### src/rtl/fdivsqrt_sched_if.sv
// Handshake bundle between issue logic, writeback and the divsqrt sequencer.
// The slave modport is the sequencer side; the master modport is the issue/writeback side.
interface fdivsqrt_sched_if #(parameter int CNTW = 5);
   logic            flush_i;
   logic            fp_valid_i;
   logic            fp_special_i;
   logic            fp_ready_o;
   logic            int_valid_i;
   logic            int_zero_i;
   logic            int_ready_o;
   logic            init_o;
   logic            iter_en_o;
   logic            owner_o;
   logic [CNTW-1:0] cnt_o;
   logic            busy_o;
   logic            done_valid_o;
   logic            done_ready_i;

   modport master (
      output flush_i, fp_valid_i, fp_special_i, int_valid_i, int_zero_i, done_ready_i,
      input  fp_ready_o, int_ready_o, init_o, iter_en_o, owner_o, cnt_o, busy_o, done_valid_o
   );

   modport slave (
      input  flush_i, fp_valid_i, fp_special_i, int_valid_i, int_zero_i, done_ready_i,
      output fp_ready_o, int_ready_o, init_o, iter_en_o, owner_o, cnt_o, busy_o, done_valid_o
   );
endinterface

### src/rtl/fdivsqrt_sched.sv
// Sequencer/arbiter for the shared iterative divide/sqrt datapath.
// Define IDIV_ON_FPU_EN to enable the integer requester and round-robin arbitration.
module fdivsqrt_sched #(
   parameter int FP_ITERS  = 14,
   parameter int INT_ITERS = 17,
   parameter int CNTW      = 5
) (
   input logic            clk,
   input logic            reset_n,
   fdivsqrt_sched_if.slave bus
);
   typedef enum logic [1:0] {IDLE = 2'd0, ITER = 2'd1, DONE = 2'd2} state_t;

   localparam logic [CNTW-1:0] FP_LOAD  = CNTW'(FP_ITERS - 1);
   localparam logic [CNTW-1:0] INT_LOAD = CNTW'(INT_ITERS - 1);

   state_t          state, state_nxt;
   logic [CNTW-1:0] cnt;
   logic            owner;
   logic            grant_int;
   logic            idle_open;
   logic            fp_rdy, int_rdy;
   logic            accept;
   logic            special;

   // Gated by reset_n so the combinational handshakes also read 0 during reset.
   assign idle_open = reset_n & (state == IDLE) & ~bus.flush_i;

`ifdef IDIV_ON_FPU_EN
   logic rr;  // 0 = FP side favoured on a tie, 1 = integer side

   assign grant_int = bus.int_valid_i & (~bus.fp_valid_i | rr);

   always_ff @(posedge clk or negedge reset_n) begin
      if (!reset_n)    rr <= 1'b0;
      else if (accept) rr <= ~grant_int;
   end
`else
   logic unused_int;

   assign grant_int  = 1'b0;
   assign unused_int = bus.int_valid_i ^ bus.int_zero_i;
`endif

   assign fp_rdy  = idle_open & bus.fp_valid_i & ~grant_int;
   assign int_rdy = idle_open & grant_int;
   assign accept  = fp_rdy | int_rdy;
   assign special = grant_int ? bus.int_zero_i : bus.fp_special_i;

   always_ff @(posedge clk or negedge reset_n) begin
      if (!reset_n) state <= IDLE;
      else          state <= state_nxt;
   end

   always_comb begin
      state_nxt = state;
      case (state)
         IDLE: if (accept) state_nxt = special ? DONE : ITER;
         ITER: begin
            if (bus.flush_i)   state_nxt = IDLE;
            else if (cnt == '0) state_nxt = DONE;
         end
         DONE: if (bus.flush_i || bus.done_ready_i) state_nxt = IDLE;
         default: state_nxt = IDLE;
      endcase
   end

   // cnt saturates at 0: the last step happens with cnt==0 and then leaves ITER.
   always_ff @(posedge clk or negedge reset_n) begin
      if (!reset_n) begin
         cnt   <= '0;
         owner <= 1'b0;
      end else if (accept) begin
         owner <= grant_int;
         cnt   <= special ? '0 : (grant_int ? INT_LOAD : FP_LOAD);
      end else if (state == ITER) begin
         if (bus.flush_i)     cnt <= '0;
         else if (cnt != '0)  cnt <= cnt - 1'b1;
      end
   end

   assign bus.fp_ready_o   = fp_rdy;
   assign bus.int_ready_o  = int_rdy;
   assign bus.init_o       = accept;
   assign bus.iter_en_o    = (state == ITER);
   assign bus.busy_o       = (state != IDLE);
   assign bus.done_valid_o = (state == DONE);
   assign bus.owner_o      = owner;
   assign bus.cnt_o        = cnt;
endmodule

### src/flat_wrapper.sv
// flat-port wrapper written by rule: the top's interface ports become plain ports
module fdivsqrt_sched_flat 
#(
   parameter int FP_ITERS  = 14,
   parameter int INT_ITERS = 17,
   parameter int CNTW      = 5
)
  (clk, reset_n, bus_flush_i, bus_fp_valid_i, bus_fp_special_i, bus_int_valid_i, bus_int_zero_i, bus_done_ready_i, bus_fp_ready_o, bus_int_ready_o, bus_init_o, bus_iter_en_o, bus_owner_o, bus_cnt_o, bus_busy_o, bus_done_valid_o);
  fdivsqrt_sched_if #(.CNTW(CNTW)) bus_i ();
  input logic clk;
  input logic reset_n;
  input wire logic [$bits(bus_i.flush_i)-1:0] bus_flush_i;
  input wire logic [$bits(bus_i.fp_valid_i)-1:0] bus_fp_valid_i;
  input wire logic [$bits(bus_i.fp_special_i)-1:0] bus_fp_special_i;
  input wire logic [$bits(bus_i.int_valid_i)-1:0] bus_int_valid_i;
  input wire logic [$bits(bus_i.int_zero_i)-1:0] bus_int_zero_i;
  input wire logic [$bits(bus_i.done_ready_i)-1:0] bus_done_ready_i;
  output wire logic [$bits(bus_i.fp_ready_o)-1:0] bus_fp_ready_o;
  output wire logic [$bits(bus_i.int_ready_o)-1:0] bus_int_ready_o;
  output wire logic [$bits(bus_i.init_o)-1:0] bus_init_o;
  output wire logic [$bits(bus_i.iter_en_o)-1:0] bus_iter_en_o;
  output wire logic [$bits(bus_i.owner_o)-1:0] bus_owner_o;
  output wire logic [$bits(bus_i.cnt_o)-1:0] bus_cnt_o;
  output wire logic [$bits(bus_i.busy_o)-1:0] bus_busy_o;
  output wire logic [$bits(bus_i.done_valid_o)-1:0] bus_done_valid_o;
  assign bus_i.flush_i = bus_flush_i;
  assign bus_i.fp_valid_i = bus_fp_valid_i;
  assign bus_i.fp_special_i = bus_fp_special_i;
  assign bus_i.int_valid_i = bus_int_valid_i;
  assign bus_i.int_zero_i = bus_int_zero_i;
  assign bus_i.done_ready_i = bus_done_ready_i;
  assign bus_fp_ready_o = bus_i.fp_ready_o;
  assign bus_int_ready_o = bus_i.int_ready_o;
  assign bus_init_o = bus_i.init_o;
  assign bus_iter_en_o = bus_i.iter_en_o;
  assign bus_owner_o = bus_i.owner_o;
  assign bus_cnt_o = bus_i.cnt_o;
  assign bus_busy_o = bus_i.busy_o;
  assign bus_done_valid_o = bus_i.done_valid_o;
  fdivsqrt_sched #(.FP_ITERS(FP_ITERS), .INT_ITERS(INT_ITERS), .CNTW(CNTW)) u_core (.clk(clk), .reset_n(reset_n), .bus(bus_i));
endmodule
### config.mk
export PLATFORM = sky130hd
export DESIGN_NAME = fdivsqrt_sched_flat
export DESIGN_NICKNAME = d
export VERILOG_FILES = /design/src/rtl/fdivsqrt_sched_if.sv /design/src/rtl/fdivsqrt_sched.sv /design/src/flat_wrapper.sv
export SDC_FILE = /design/constraint.sdc
export NUM_CORES = 1
export LEC_CHECK = 0
export BUFFER_PORTS_ARGS = -buffer_cell sky130_fd_sc_hd__buf_2
export CORE_AREA = 3 3 40 42
export DETAILED_ROUTE_END_ITERATION = 12
export DIE_AREA = 0 0 43 45
export GPL_TIMING_DRIVEN = 0
export PLACE_DENSITY = 0.63
export REMOVE_ABC_BUFFERS = 1
export SETUP_SLACK_MARGIN = 0.15
export SYNTH_ARGS = -nofsm -noshare
export SYNTH_HDL_FRONTEND = slang
export SYNTH_SLANG_ARGS = --single-unit
### constraint.sdc
create_clock -name clk -period 3.6 [get_ports clk]
set_input_delay 0.18 -clock clk [delete_from_list [all_inputs] [get_ports clk]]
set_output_delay 0.18 -clock clk [all_outputs]
set_load 0.01 [all_outputs]
==> summary.md <==
| Metric | Value |
|---|---|
| Crit path max fanout | 4 |
| Global route overflow | 0 |
| Clock Latency Late Sink | about 0.25 ns |
| N_diodes | 0 |
| Core area | approximately 1300 um2 |
| Commonest cells post-synth | 7 x dfrtp_1, 7 x inv_1 |
| Clock share of power | around a fifth |
| Met3 WL | between 100 and 150 um |
| Critical path required time | 3.74 ns |
| Wire length per cell | around 12 um |
| Initial antenna violation count | 0 |
| Peak supply drop | approximately 0.00029 V |
| Number of global-route vias before repair | around 420 |
| Layout Nets | 80 |
| Cells after Synth | 52 |
| Hold Vio Cnt, Final | 0 |
| Outcome | finished clean |
| DIE AREA | 1940 um2 |
| Shortest period the worst path allows | 1.69 ns |
| Placer Congestion | roughly 0.76 |
| Crit-path cells | inv_1 > ha_1 > nand2b_1 > nor3_1 > a21oi_1 > o32a_1 |
| Post-synth top flop | dfrtp_1 |
| Syn Std Cell Area | about 470 um2 |
| Distinct cell type count after synthesis | 28 |
| Met2 wire len | roughly 390 um |
| Number of fill cells | approximately 140 |
| Arr. time, crit path | ~1.8 ns |
| I/O pins | 20 |
| DR iter-0 viols | 10 |
| CP max-delay cell | dfrtp_1 |
| Largest net degree at the start of global routing | 11 |
| TritonCTS buffer count | 3 |
| Top post-synthesis cells by area | dfrtp_1 37%, inv_1 5.6%, buf_4 4.8%, a31oi_4 4.5%, a21oi_1 3.2% |
| Post-CTS Setup Bufs | 0 |
| Routed Antenna Nets | 0 |
| Slew HR | 67.0% |
| Met1 wire length | roughly 490 um |
| Period utilization | 47.0% |
| Clock sink count | 7 |
| Slew @ Worst Pin | roughly 0.5 ns |
| DRT Pass-1 Iters | 4 |
| Vias/cell | about 5.3 |
| RSZ-0062 raised after global routing | false |
| First-pass GRT wire length | ~1800 um |
| Seq pwr share | 37.1% |
| Buf/Inv on CP | 1 |
| EDFF count, synth | 0 |
| Die height | 45 um |
| CP peak stage delay | 0.40 ns |
| Share of layout cells above drive strength 1 | 30.0% |
| H-tree depth | 1 |
| Uppermost layer routed | met4 |
| Max Fclk | roughly 0.6 GHz |
| Sw Pwr | ~130 uW |
| Row cnt | 13 |
| Switch share | between 30% and 40% |
| CTS tree | built |
| Post-Route WL | ~1000 um |
| Sequential share of the synthesized area | around 37% |
| Gate power share | a little over two fifths |
| Top delay family on crit path | simple AND/OR/NAND/NOR gates |
| Mean Syn Cell Area | between 9 and 10 um2 |
| Die outline width | 43 um |
| Static Leak | 0.000301 uW |
| Area share of the largest cell type after synthesis | 37.0% |
| Pint | around 210 uW |
| Clk buf depth | 2 |
| FFs w/ async S/R, synth | 100% |
| Vias | about 450 |
| Count of final setup violators | 0 |
| Yosys warning total | 0 |
| Clk root buf | clkbuf_4 |
| Gr usage total | ~13% |
| Worst setup path class | flip-flop to flip-flop |
| Hold Path Class | input port to flip-flop |
| Cell Pwr Density | just under 600 nW/um2 |
| DRC | 0 |
| Setup TNS | 0 ns |
| Leading area contributor after synthesis | dfrtp_1 |
| Detailed Place HPWL | between 700 and 800 um |
| Area grow syn2layout | 23.5% |
| Fin Clk Skew | between 0.0009 and 0.001 ns |
| Yosys reg bits | 7 |
| Initial Utilization | a little under two fifths |
| Worst hold slack | 0.192 ns |
| Crit end category | flip-flop |
| Setup WS pre-CTS | between 1.5 and 2 ns |
| Worst setup SP type | flip-flop |
| Port Buf Inserts | 15 |
| Clock transition at path regs | 0.05 ns |
| Worst setup slack after layout | 1.91 ns |
| Max-Cap Viols | 0 |
| Count of pins over their slew limit | 0 |
-- worst register-to-register path, cell delays in order, from the launching register on --
cell	delay, ns
dfrtp_1	0.40
inv_1	0.08
ha_1	0.19
nand2b_1	0.09
nor3_1	0.40
a21oi_1	0.20
o32a_1	0.20
-- sequential cells by signal (all words and copies together) (netlist names) --
name              count
u_core.bus.cnt_o      5
u_core.state          2
-- power by group through the flow --
stage                     clock [uW]  combinational, uW  sequential, uW
after detailed placement           0                139             130
final                           71.8                142             126
after CTS                       74.6                143             126
after floorplan                    0               86.7             133
after global placement             0                139             128
after global routing            79.5                161             131
-- routing by layer --
layer	global-route usage [%]	vias up
li1	-	218
met1	16.5	204
met2	19.5	24
met3	2.79	5
met4	9.04	0
met5	0	-
-- layout make-up --
class / instances / area [um2] / area share (%)
well taps: 15 / 18.8 / 3.21
multi-input cells: 36 / 253 / 43.3
inverters: 7 / 26.3 / 4.50
flip-flops and latches: 7 / 175 / 30.0
repair buffers: 16 / 85.1 / 14.6
clock buffers: 4 / 26.3 / 4.50
-- cells in the final DEF (no fill, tap or decap), types with 2 or more instances in the layout --
master / Yosys / routed
clkbuf_4: 0 / 3
a21oi_1: 3 / 3
nand2b_1: 2 / 2
a21boi_0: 2 / 2
nor2_1: 3 / 3
buf_2: 0 / 15
conb_1: 1 / 2
inv_1: 7 / 7
dfrtp_1: 7 / 7
o21ai_0: 3 / 3
nand3b_1: 2 / 2
nor3_1: 2 / 2
-- cells by family (layout without fill, tap and decap cells) --
| kind of cell | after synthesis | in the layout | synth area share, % |
|---|---|---|---|
| adder cells (fa/ha/maj) | 1 | 1 | 2.65 |
| flip-flops | 7 | 7 | 37.0 |
| other | 1 | 2 | 0.793 |
| XOR/XNOR | 1 | 1 | 1.85 |
| AND/OR/NAND/NOR | 15 | 15 | 18.3 |
| buffers and inverters | 10 | 27 | 10.3 |
| AO/OA/AOI/OAI | 17 | 17 | 29.1 |
-- final timing paths --
| kind | startpoint | end | slack, ns | cells after the start |
|---|---|---|---|---|
| max | u_core.bus.cnt_o[0] | u_core.bus.cnt_o[3] | 1.91 | 6 |
| min | bus_flush_i | u_core.state[1] | 0.19 | 2 |
| max reg2reg | u_core.bus.cnt_o[0] | u_core.bus.cnt_o[3] | 1.91 | 6 |
| min reg2reg | u_core.state[0] | u_core.state[1] | 0.57 | 1 |
| max in group asynchronous | reset_n | u_core.bus.cnt_o[2] | 3.09 | 2 |
| min in group asynchronous | reset_n | u_core.state[1] | 0.32 | 2 |
-- metrics by stage --
stage	area, um2	power [uW]	util (%)	std cells
3_3_place_gp	548	267	42.6	80
5_1_grt	584	371	45.5	85
3_5_place_dp	548	269	42.6	80
2_1_floorplan	454	220	-	50
6_report	584	340	45.5	85
4_1_cts	584	344	45.5	85
-- repair_timing --
action / in CTS / in global routing
hold buffers: 1 / 0
resized for setup: 0 / 0
endpoints found under the setup margin: 0 / 0
hold endpoints to repair: 7 / 0
No activity file was read; power rests on OpenSTA's default activity.
